## src/rtl/dec_entry_to_snum.sv

```systemverilog
// dec_entry_to_snum
//   Builds a signed 8-bit two's-complement value from keypad/switch events.
//   Decimal mode accumulates up to MAX_DEC_DIGITS digits plus a sign flag.
//   Binary mode shifts in up to MAX_BIN_DIGITS bits. The live entry fields are
//   exported so the display path can echo what is being typed.
//
// Ports
//   clk          system clock, rising edge
//   reset        synchronous, active-high
//   mode         0 = decimal entry, 1 = binary entry
//   digit_valid  one-cycle pulse, digit is presented
//   digit        digit value (0-9 decimal, 0-1 binary)
//   sign_toggle  one-cycle pulse, flip sign (decimal only)
//   clear        one-cycle pulse, abandon entry and clear error
//   enter        one-cycle pulse, commit entry
//   x            committed signed value, held until the next commit
//   x_valid      one-cycle pulse when x updates
//   err          high while in ERROR
//   entry_mag    live magnitude (decimal) or raw bits (binary)
//   entry_neg    live sign flag (always 0 in binary mode)
//   ndigits      digits accepted in the current entry
//
// state   | meaning
// --------+---------------------------------------------
// S_IDLE  | no digits accepted yet (a sign may be set)
// S_ENTRY | at least one digit accepted
// S_ERROR | bad digit, overflow or out-of-range commit
module dec_entry_to_snum #(
    parameter int MAX_DEC_DIGITS = 3,
    parameter int MAX_BIN_DIGITS = 8
) (
    input  logic       clk,
    input  logic       reset,
    input  logic       mode,
    input  logic       digit_valid,
    input  logic [3:0] digit,
    input  logic       sign_toggle,
    input  logic       clear,
    input  logic       enter,
    output logic [7:0] x,
    output logic       x_valid,
    output logic       err,
    output logic [9:0] entry_mag,
    output logic       entry_neg,
    output logic [3:0] ndigits
);

    localparam logic [3:0] MAX_DEC_ND = 4'(MAX_DEC_DIGITS);
    localparam logic [3:0] MAX_BIN_ND = 4'(MAX_BIN_DIGITS);

    typedef enum logic [1:0] {
        S_IDLE  = 2'd0,
        S_ENTRY = 2'd1,
        S_ERROR = 2'd2
    } state_t;

    state_t     state_q, state_d;
    logic       mode_q;
    logic [9:0] mag_q, mag_d;
    logic       neg_q, neg_d;
    logic [3:0] nd_q, nd_d;
    logic [7:0] x_q, x_d;
    logic       xv_q, xv_d;

    logic       mode_chg;
    logic       dec_legal;

    assign mode_chg = (mode != mode_q);

    // -0 and -128 both fit; +128 does not.
    assign dec_legal = neg_q ? (mag_q <= 10'd128) : (mag_q <= 10'd127);

    always_ff @(posedge clk) begin
        if (reset) begin
            state_q <= S_IDLE;
            mode_q  <= 1'b0;
            mag_q   <= '0;
            neg_q   <= 1'b0;
            nd_q    <= '0;
            x_q     <= '0;
            xv_q    <= 1'b0;
        end else begin
            state_q <= state_d;
            // Tracked even in ERROR so that leaving ERROR does not see a stale change.
            mode_q  <= mode;
            mag_q   <= mag_d;
            neg_q   <= neg_d;
            nd_q    <= nd_d;
            x_q     <= x_d;
            xv_q    <= xv_d;
        end
    end

    // Only the highest-priority event in a cycle acts.
    always_comb begin
        state_d = state_q;
        mag_d   = mag_q;
        neg_d   = neg_q;
        nd_d    = nd_q;
        x_d     = x_q;
        xv_d    = 1'b0;

        if (clear) begin
            state_d = S_IDLE;
            mag_d   = '0;
            neg_d   = 1'b0;
            nd_d    = '0;
        end else if (mode_chg) begin
            if (state_q != S_ERROR) begin
                state_d = S_IDLE;
                mag_d   = '0;
                neg_d   = 1'b0;
                nd_d    = '0;
            end
        end else if (enter) begin
            if (state_q == S_ENTRY) begin
                if (mode_q || dec_legal) begin
                    if (mode_q) begin
                        x_d = mag_q[7:0];
                    end else if (neg_q) begin
                        x_d = ~mag_q[7:0] + 8'd1;
                    end else begin
                        x_d = mag_q[7:0];
                    end
                    xv_d    = 1'b1;
                    state_d = S_IDLE;
                    mag_d   = '0;
                    neg_d   = 1'b0;
                    nd_d    = '0;
                end else begin
                    state_d = S_ERROR;
                end
            end
        end else if (sign_toggle) begin
            if (!mode_q && state_q != S_ERROR) begin
                neg_d = ~neg_q;
            end
        end else if (digit_valid) begin
            if (state_q != S_ERROR) begin
                if (!mode_q) begin
                    if (digit > 4'd9 || nd_q == MAX_DEC_ND) begin
                        state_d = S_ERROR;
                    end else begin
                        // mag*10 + digit; at most 99*10+9 so 10 bits suffice.
                        mag_d   = (mag_q << 3) + (mag_q << 1) + {6'b0, digit};
                        nd_d    = nd_q + 4'd1;
                        state_d = S_ENTRY;
                    end
                end else begin
                    if (digit > 4'd1 || nd_q == MAX_BIN_ND) begin
                        state_d = S_ERROR;
                    end else begin
                        mag_d   = {2'b00, mag_q[6:0], digit[0]};
                        nd_d    = nd_q + 4'd1;
                        state_d = S_ENTRY;
                    end
                end
            end
        end
    end

    always_comb begin
        x         = x_q;
        x_valid   = xv_q;
        err       = (state_q == S_ERROR);
        entry_mag = mag_q;
        // A sign left over from decimal entry is never shown in binary mode.
        entry_neg = neg_q & ~mode_q;
        ndigits   = nd_q;
    end

endmodule

```

## config.mk

```make
export PLATFORM = sky130hd
export DESIGN_NAME = dec_entry_to_snum
export DESIGN_NICKNAME = d
export VERILOG_FILES = /design/src/rtl/dec_entry_to_snum.sv
export SDC_FILE = /design/constraint.sdc
export NUM_CORES = 1
export LEC_CHECK = 0
export CORE_MARGIN = 2
export CORE_UTILIZATION = 35
export CTS_CLUSTER_DIAMETER = 60
export DETAILED_ROUTE_END_ITERATION = 6
export PLACE_DENSITY = 0.59
export SYNTH_ARGS = -nofsm -noshare
export SYNTH_HDL_FRONTEND = slang
export SYNTH_SLANG_ARGS = --single-unit
```

## constraint.sdc

```tcl
create_clock -name clk -period 9.1 [get_ports clk]
set_clock_uncertainty 0.15 [all_clocks]
set_input_delay 2.73 -clock clk [delete_from_list [all_inputs] [get_ports clk]]
set_output_delay 2.73 -clock clk [all_outputs]
set_load 0.01 [all_outputs]
```

Yosys cells after proc, flatten, opt, wreduce, memory -nomap -nowiden
Cells that the tools add are included.
{"block": "classes", "add_sub_neg": 4, "order_cmp": 4, "eq_ne": 12, "mux": 44, "bitwise_logic": 8, "n_reduce_logical": 15}
{"operator": "2-to-1 mux 10 bit", "count": 11}
{"operator": "2-to-1 mux 4 bit", "count": 11}
{"operator": "2-to-1 mux 2 bit", "count": 11}
{"operator": "2-to-1 mux 8 bit", "count": 2}
{"operator": "AND reduction 5 bit", "count": 3}
{"operator": "adder 10 bit", "count": 1}
{"operator": "adder 10 x 4 -> 10 bit", "count": 1}
{"operator": "less-or-equal comparator 10 x 7 -> 1 bit (second input constant)", "count": 1}
{"operator": "less-or-equal comparator 10 x 8 -> 1 bit (second input constant)", "count": 1}
{"operator": "2-to-1 mux 1 bit", "count": 9}
{"operator": "inequality test 3 x 1 -> 1 bit (second input constant)", "count": 3}
{"operator": "nonzero test 3 bit", "count": 3}
{"operator": "adder 8 x 1 -> 8 bit (second input constant)", "count": 1}
{"operator": "inequality test 4 bit (second input constant)", "count": 2}
{"operator": "inverter 8 bit", "count": 1}
{"operator": "AND reduction 8 bit", "count": 1}
{"operator": "inverter 1 bit", "count": 6}
{"operator": "OR reduction 5 bit", "count": 1}
{"operator": "adder 4 x 1 -> 4 bit (second input constant)", "count": 1}
{"operator": "== test 4 x 2 -> 1 bit (second input constant)", "count": 1}
{"operator": "== test 4 bit (second input constant)", "count": 1}
{"operator": "> comparator 4 x 1 -> 1 bit (second input constant)", "count": 1}
{"operator": "> comparator 4 bit (second input constant)", "count": 1}
{"operator": "logical OR 1 bit", "count": 3}
{"operator": "other kinds (10)", "count": 10}
{"block": "word_totals", "regBits": 27, "out_inout_bits": 25, "elab_cells": 94}

Longest topological paths before layout
{"block": "depth", "ltp_word": 9, "mapped_depth": 9, "ltp_nobuf": 9}

Worst setup path before layout
Ideal clock, no wire load.
{"block": "synth_timing", "path_type": "input -> register", "startpoint": "input digit[3]", "endpoint": "register mag_q[8] (netlist: entry_mag[8])", "setup_ns": 0.116, "t_arrival_ns": 4.671, "required_ns": 8.834, "slack_ns": 4.163, "path_stages": 9, "n_path_buf": 0, "cell_sequence": "inv_1 > fa_1 > inv_1 > fa_1 > a211oi_1 > o21bai_1 > a21oi_1 > xnor2_1 > a41o_2"}
{"block": "synth_between", "elab_chain_len": 8, "elab_cells_between_ends": 15}
{"item": "from (decl)", "line_no": "36", "source": "input logic [3:0] digit,"}
{"item": "adder 10 x 4 -> 10 bit", "line_no": "145", "source": "mag_d = (mag_q << 3) + (mag_q << 1) + {6'b0, digit};"}
{"item": "2-to-1 mux 10 bit", "line_no": "141", "source": "if (digit > 4'd9 || nd_q == MAX_DEC_ND) begin"}
{"item": "2-to-1 mux 10 bit", "line_no": "140", "source": "if (!mode_q) begin"}
{"item": "2-to-1 mux 10 bit", "line_no": "139", "source": "if (state_q != S_ERROR) begin"}
{"item": "2-to-1 mux 10 bit", "line_no": "138", "source": "end else if (digit_valid) begin"}
{"item": "2-to-1 mux 10 bit", "line_no": "134", "source": "end else if (sign_toggle) begin"}
{"item": "2-to-1 mux 10 bit", "line_no": "115", "source": "end else if (enter) begin"}
{"item": "2-to-1 mux 10 bit", "line_no": "108", "source": "end else if (mode_chg) begin"}
{"item": "to (signal assigned)", "line_no": "86", "source": "mag_q <= mag_d;"}
{"item": "to (decl)", "line_no": "59", "source": "logic [9:0] mag_q, mag_d;"}
Parallel ways exist; a longest one is shown, timed or not. The select of a mux whose other input is x is not followed.
A chain may end at the register's enable or synchronous reset.

Final worst setup path
Ends and elaborated chain as after synthesis.

==> results.md <==
- WS Path Type: input port to flop
- Layout cells sized above 1: 0.0625
- Routability cong.: 0.779
- Fmax: 188 MHz
- Vias in the first global route: 1498
- Power Density: between 100 and 150 nW/um2
- Max H-tree Level: 1
- Slew at the pin closest to its max-slew limit: 1.02 ns
- Tcrit/Tclk final: 0.583
- Required @ worst endpoint: between 9 and 10 ns
- Post-synthesis compound-gate area fraction: 0.213
- Slowest CP cell: fa_1
- Relative slew margins: 0.320
- Peak VDD IR: 0.0000574 V
- Unrepaired setup endpoints after global routing: false
- Dpl hpwl: 3430 um
- Adder-Cell Fraction of Synth Area: 0.131
- Placed cell areas: 2300 um2
- CP top delay family: adder cells
- Post-synth EDFFs: 0
- Max Slew Vio Count: 0
- Critical R2R Capture: entry_mag[8]$_SDFFE_PP0P_
- Area leader, netlist: dfxtp_1
- Ys async rst share: 0
- Hold Crit Endpoint: x[0]$_SDFFE_PP0P_
- Leakage: approximately 0.91 nW
- Initial antenna violation count: 0
- Initial core utilization: 0.370
- Port Buf Inserts: 35
- Clock Latency Late Sink: 0.28 ns
- Syn_nets: 257
- Unique masters post-synth: 46
- Inst Count DP: 322
- Fillcell total: 550
- WL/cell: roughly 14 um
- Syn_area_per_cell: 8.48 um2
- Crit path DAT: around 5.3 ns
- Total GRT Usage: 0.152
- CORE AREA: 5200 um2
- Crit path largest cell delay: 0.53 ns
- Reg clk slew, reported paths: 0.10 ns
- Seq cells post-synth: 27
- Min Clock Period, post-route: ~5.3 ns
- Cts bufs inserted: 3
- Finished Layout Cells: 326
- GRT Residual Overflow: 0
- R2R setup slack: 6.15 ns
- DIE WIDTH: 78.2 um
- R2R cell count: 9
- Status: completed
- Setup TNS: 0 ns
- Pin count of the biggest net entering global routing: 17
- Yosys Warn Count: 0
- Area grow syn2layout: 22.2%
- Top post-synthesis cells by area: dfxtp_1 28%, ha_1 11%, a21oi_1 4.7%, xnor2_1 4.6%, nand2_1 4.3%
- Fin nets: 287
- I/O pin count: 36
- Post-CTS setup buffer count: 0
- Die Span Y: 78.2 um
- CP max FO: 3
- Final Power: ~0.24 mW
- Total die area: 6110 um2
- Max Cap Viol: 0
- Hold path start: x[0]$_SDFFE_PP0P_
- CTS root buf: clkbuf_8
- Worst setup EP type: flop
- DRT Wirelength: about 4500 um
- Hold depth: 2
- Routed Antenna Nets: 0
- Final Cell Area: between 2000 and 2500 um2
- Critical Path, Cell by Cell: clkdlybuf4s50_1 > inv_1 > fa_1 > inv_1 > fa_1 > a211oi_1 > o21bai_1 > a21oi_1 > xnor2_1 > a41o_2
- First-pass GRT wire length: 7440 um
- Crit path from: digit[3]
- Clk buf depth: 2
- Clock sink total: 27
- Number of antenna repair diodes: 0
- Row count: 26
- CTS tree: built
- Syn Inst Count: 227
- Synthesized area: 1920 um2
- Worst min path class: flop to flop
- Buf+Inv Stages, Crit Path: 3
- Post-CTS sizing: 0
- Ys flop type: dfxtp_1
- Via count: 1703
- Final setup fails: 0
- DRC violations left: 0
- Drt pass-1 iters: 4
- CTS Hold Bufs: 0
- Main combinational cell family by area after synthesis: compound AO/OA/AOI/OAI gates
- Synth Area in XOR/XNOR: 0.0637
- Seq/Total Area, Yosys: 0.281
- Fin. Hold Viols: 0
- Worst r2r src: entry_mag[2]$_SDFFE_PP0P_
- Vias per cell: 5.22
- Mux cell area share after synthesis: 0.0598
- Synth top area share: 0.281
- Initial DRC count: 54
- Worst setup SP type: input port
- Simple-gate portion of the synthesized area: 0.194
## cells by family (layout without fill, tap and decap cells)
kind of cell               Yosys count  in the layout
AOI/OAI and AO/OA                   59             59
xor gates and xnor gates            14             14
adders and majority gates           19             19
buffers and inverters               24             53
DFF                                 27             27
muxes                               11             11
and+or+nand+nor                     73             73
## layout make-up
| cell class | count | area, um2 | area share |
|---|---|---|---|
| tap | 70 | 87.6 | 0.0373 |
| sequential | 27 | 541 | 0.230 |
| timing repair buffer | 35 | 350 | 0.149 |
| inverter | 14 | 52.6 | 0.0224 |
| clock buffer | 3 | 41.3 | 0.0176 |
| multi-input combinational | 176 | 1270 | 0.542 |
| clock inverter | 1 | 5.00 | 0.00213 |
## synth_stat cells (2+ instances only)
library cell / number
and3b_1: 2
a21o_1: 2
a22oi_1: 2
nor2_1: 20
nor3b_1: 2
nand2b_1: 5
mux2_2: 4
a41o_2: 2
fa_1: 2
nand2_1: 22
a21oi_1: 18
xor2_1: 4
and4_1: 2
inv_1: 14
a311oi_1: 2
nor3_1: 4
nand3_1: 4
a31oi_1: 6
o31a_1: 2
nor2b_1: 2
xnor2_1: 10
o21ai_0: 7
nand4_1: 2
dfxtp_1: 27
clkbuf_1: 8
mux2i_1: 7
ha_1: 17
a211oi_1: 10
## stage by stage
stage | utilization | hold slack, ns | setup WS, ns
after floorplan | - | 0.322 | 4.16
after global placement | 0.443 | 0.327 | 3.54
after detailed placement | 0.443 | 0.337 | 3.51
after CTS | 0.452 | 0.357 | 3.81
after global routing | 0.452 | 0.374 | 3.64
final | 0.452 | 0.354 | 3.79
## placed cells by master (no fill, tap or decap), types with 3 or more instances in the layout
master and count:
a31oi_1 6, nor3_1 4, nor2_1 20, o21ai_0 7, dfxtp_1 27, nand2b_1 5, clkbuf_8 3, clkdlybuf4s50_1 35
xor2_1 4, ha_1 17, nand2_1 22, a21oi_1 18, xnor2_1 10, a211oi_1 10, mux2_2 4, mux2i_1 7
nand3_1 4, inv_1 14
## layer usage
metal  global-route usage  wire length [um]  up-vias
met2                0.251              2130       26
met3               0.0184               103        4
met5                    0                 0        -
met4               0.0474                57        0
li1                     -                 -      874
met1                0.207              2240      799
## power by group
part           leakage, nW  internal, mW  total, mW  switching, mW
combinational        0.667        0.0205     0.0447         0.0241
sequential           0.218         0.120      0.125        0.00446
clock               0.0255        0.0308     0.0721         0.0413
## state kept, by name, indices dropped and copies added, names as in the netlist
| register | flops |
|---|---|
| entry_mag | 10 |
| x | 8 |
| ndigits | 4 |
| state_q | 2 |
| mode_q | 1 |
| neg_q | 1 |
| x_valid | 1 |
## tightest hold or removal path, delay by kind of cell (launching register included)
family / cells / cell delay, ns
mux: 1 / 0.06
simple gates: 1 / 0.07
flops: 1 / 0.34
## worst max-delay path by stage
stage / end / depth (start not counted)
global route: entry_mag[8]$_SDFFE_PP0P_ / 10
CTS: entry_mag[8]$_SDFFE_PP0P_ / 10
finish: entry_mag[8]$_SDFFE_PP0P_ / 10
global placement: entry_mag[8]$_SDFFE_PP0P_ / 10
detailed placement: entry_mag[8]$_SDFFE_PP0P_ / 10
floorplan: entry_mag[8]$_SDFFE_PP0P_ / 9
Power figures use the tool's default switching activity.
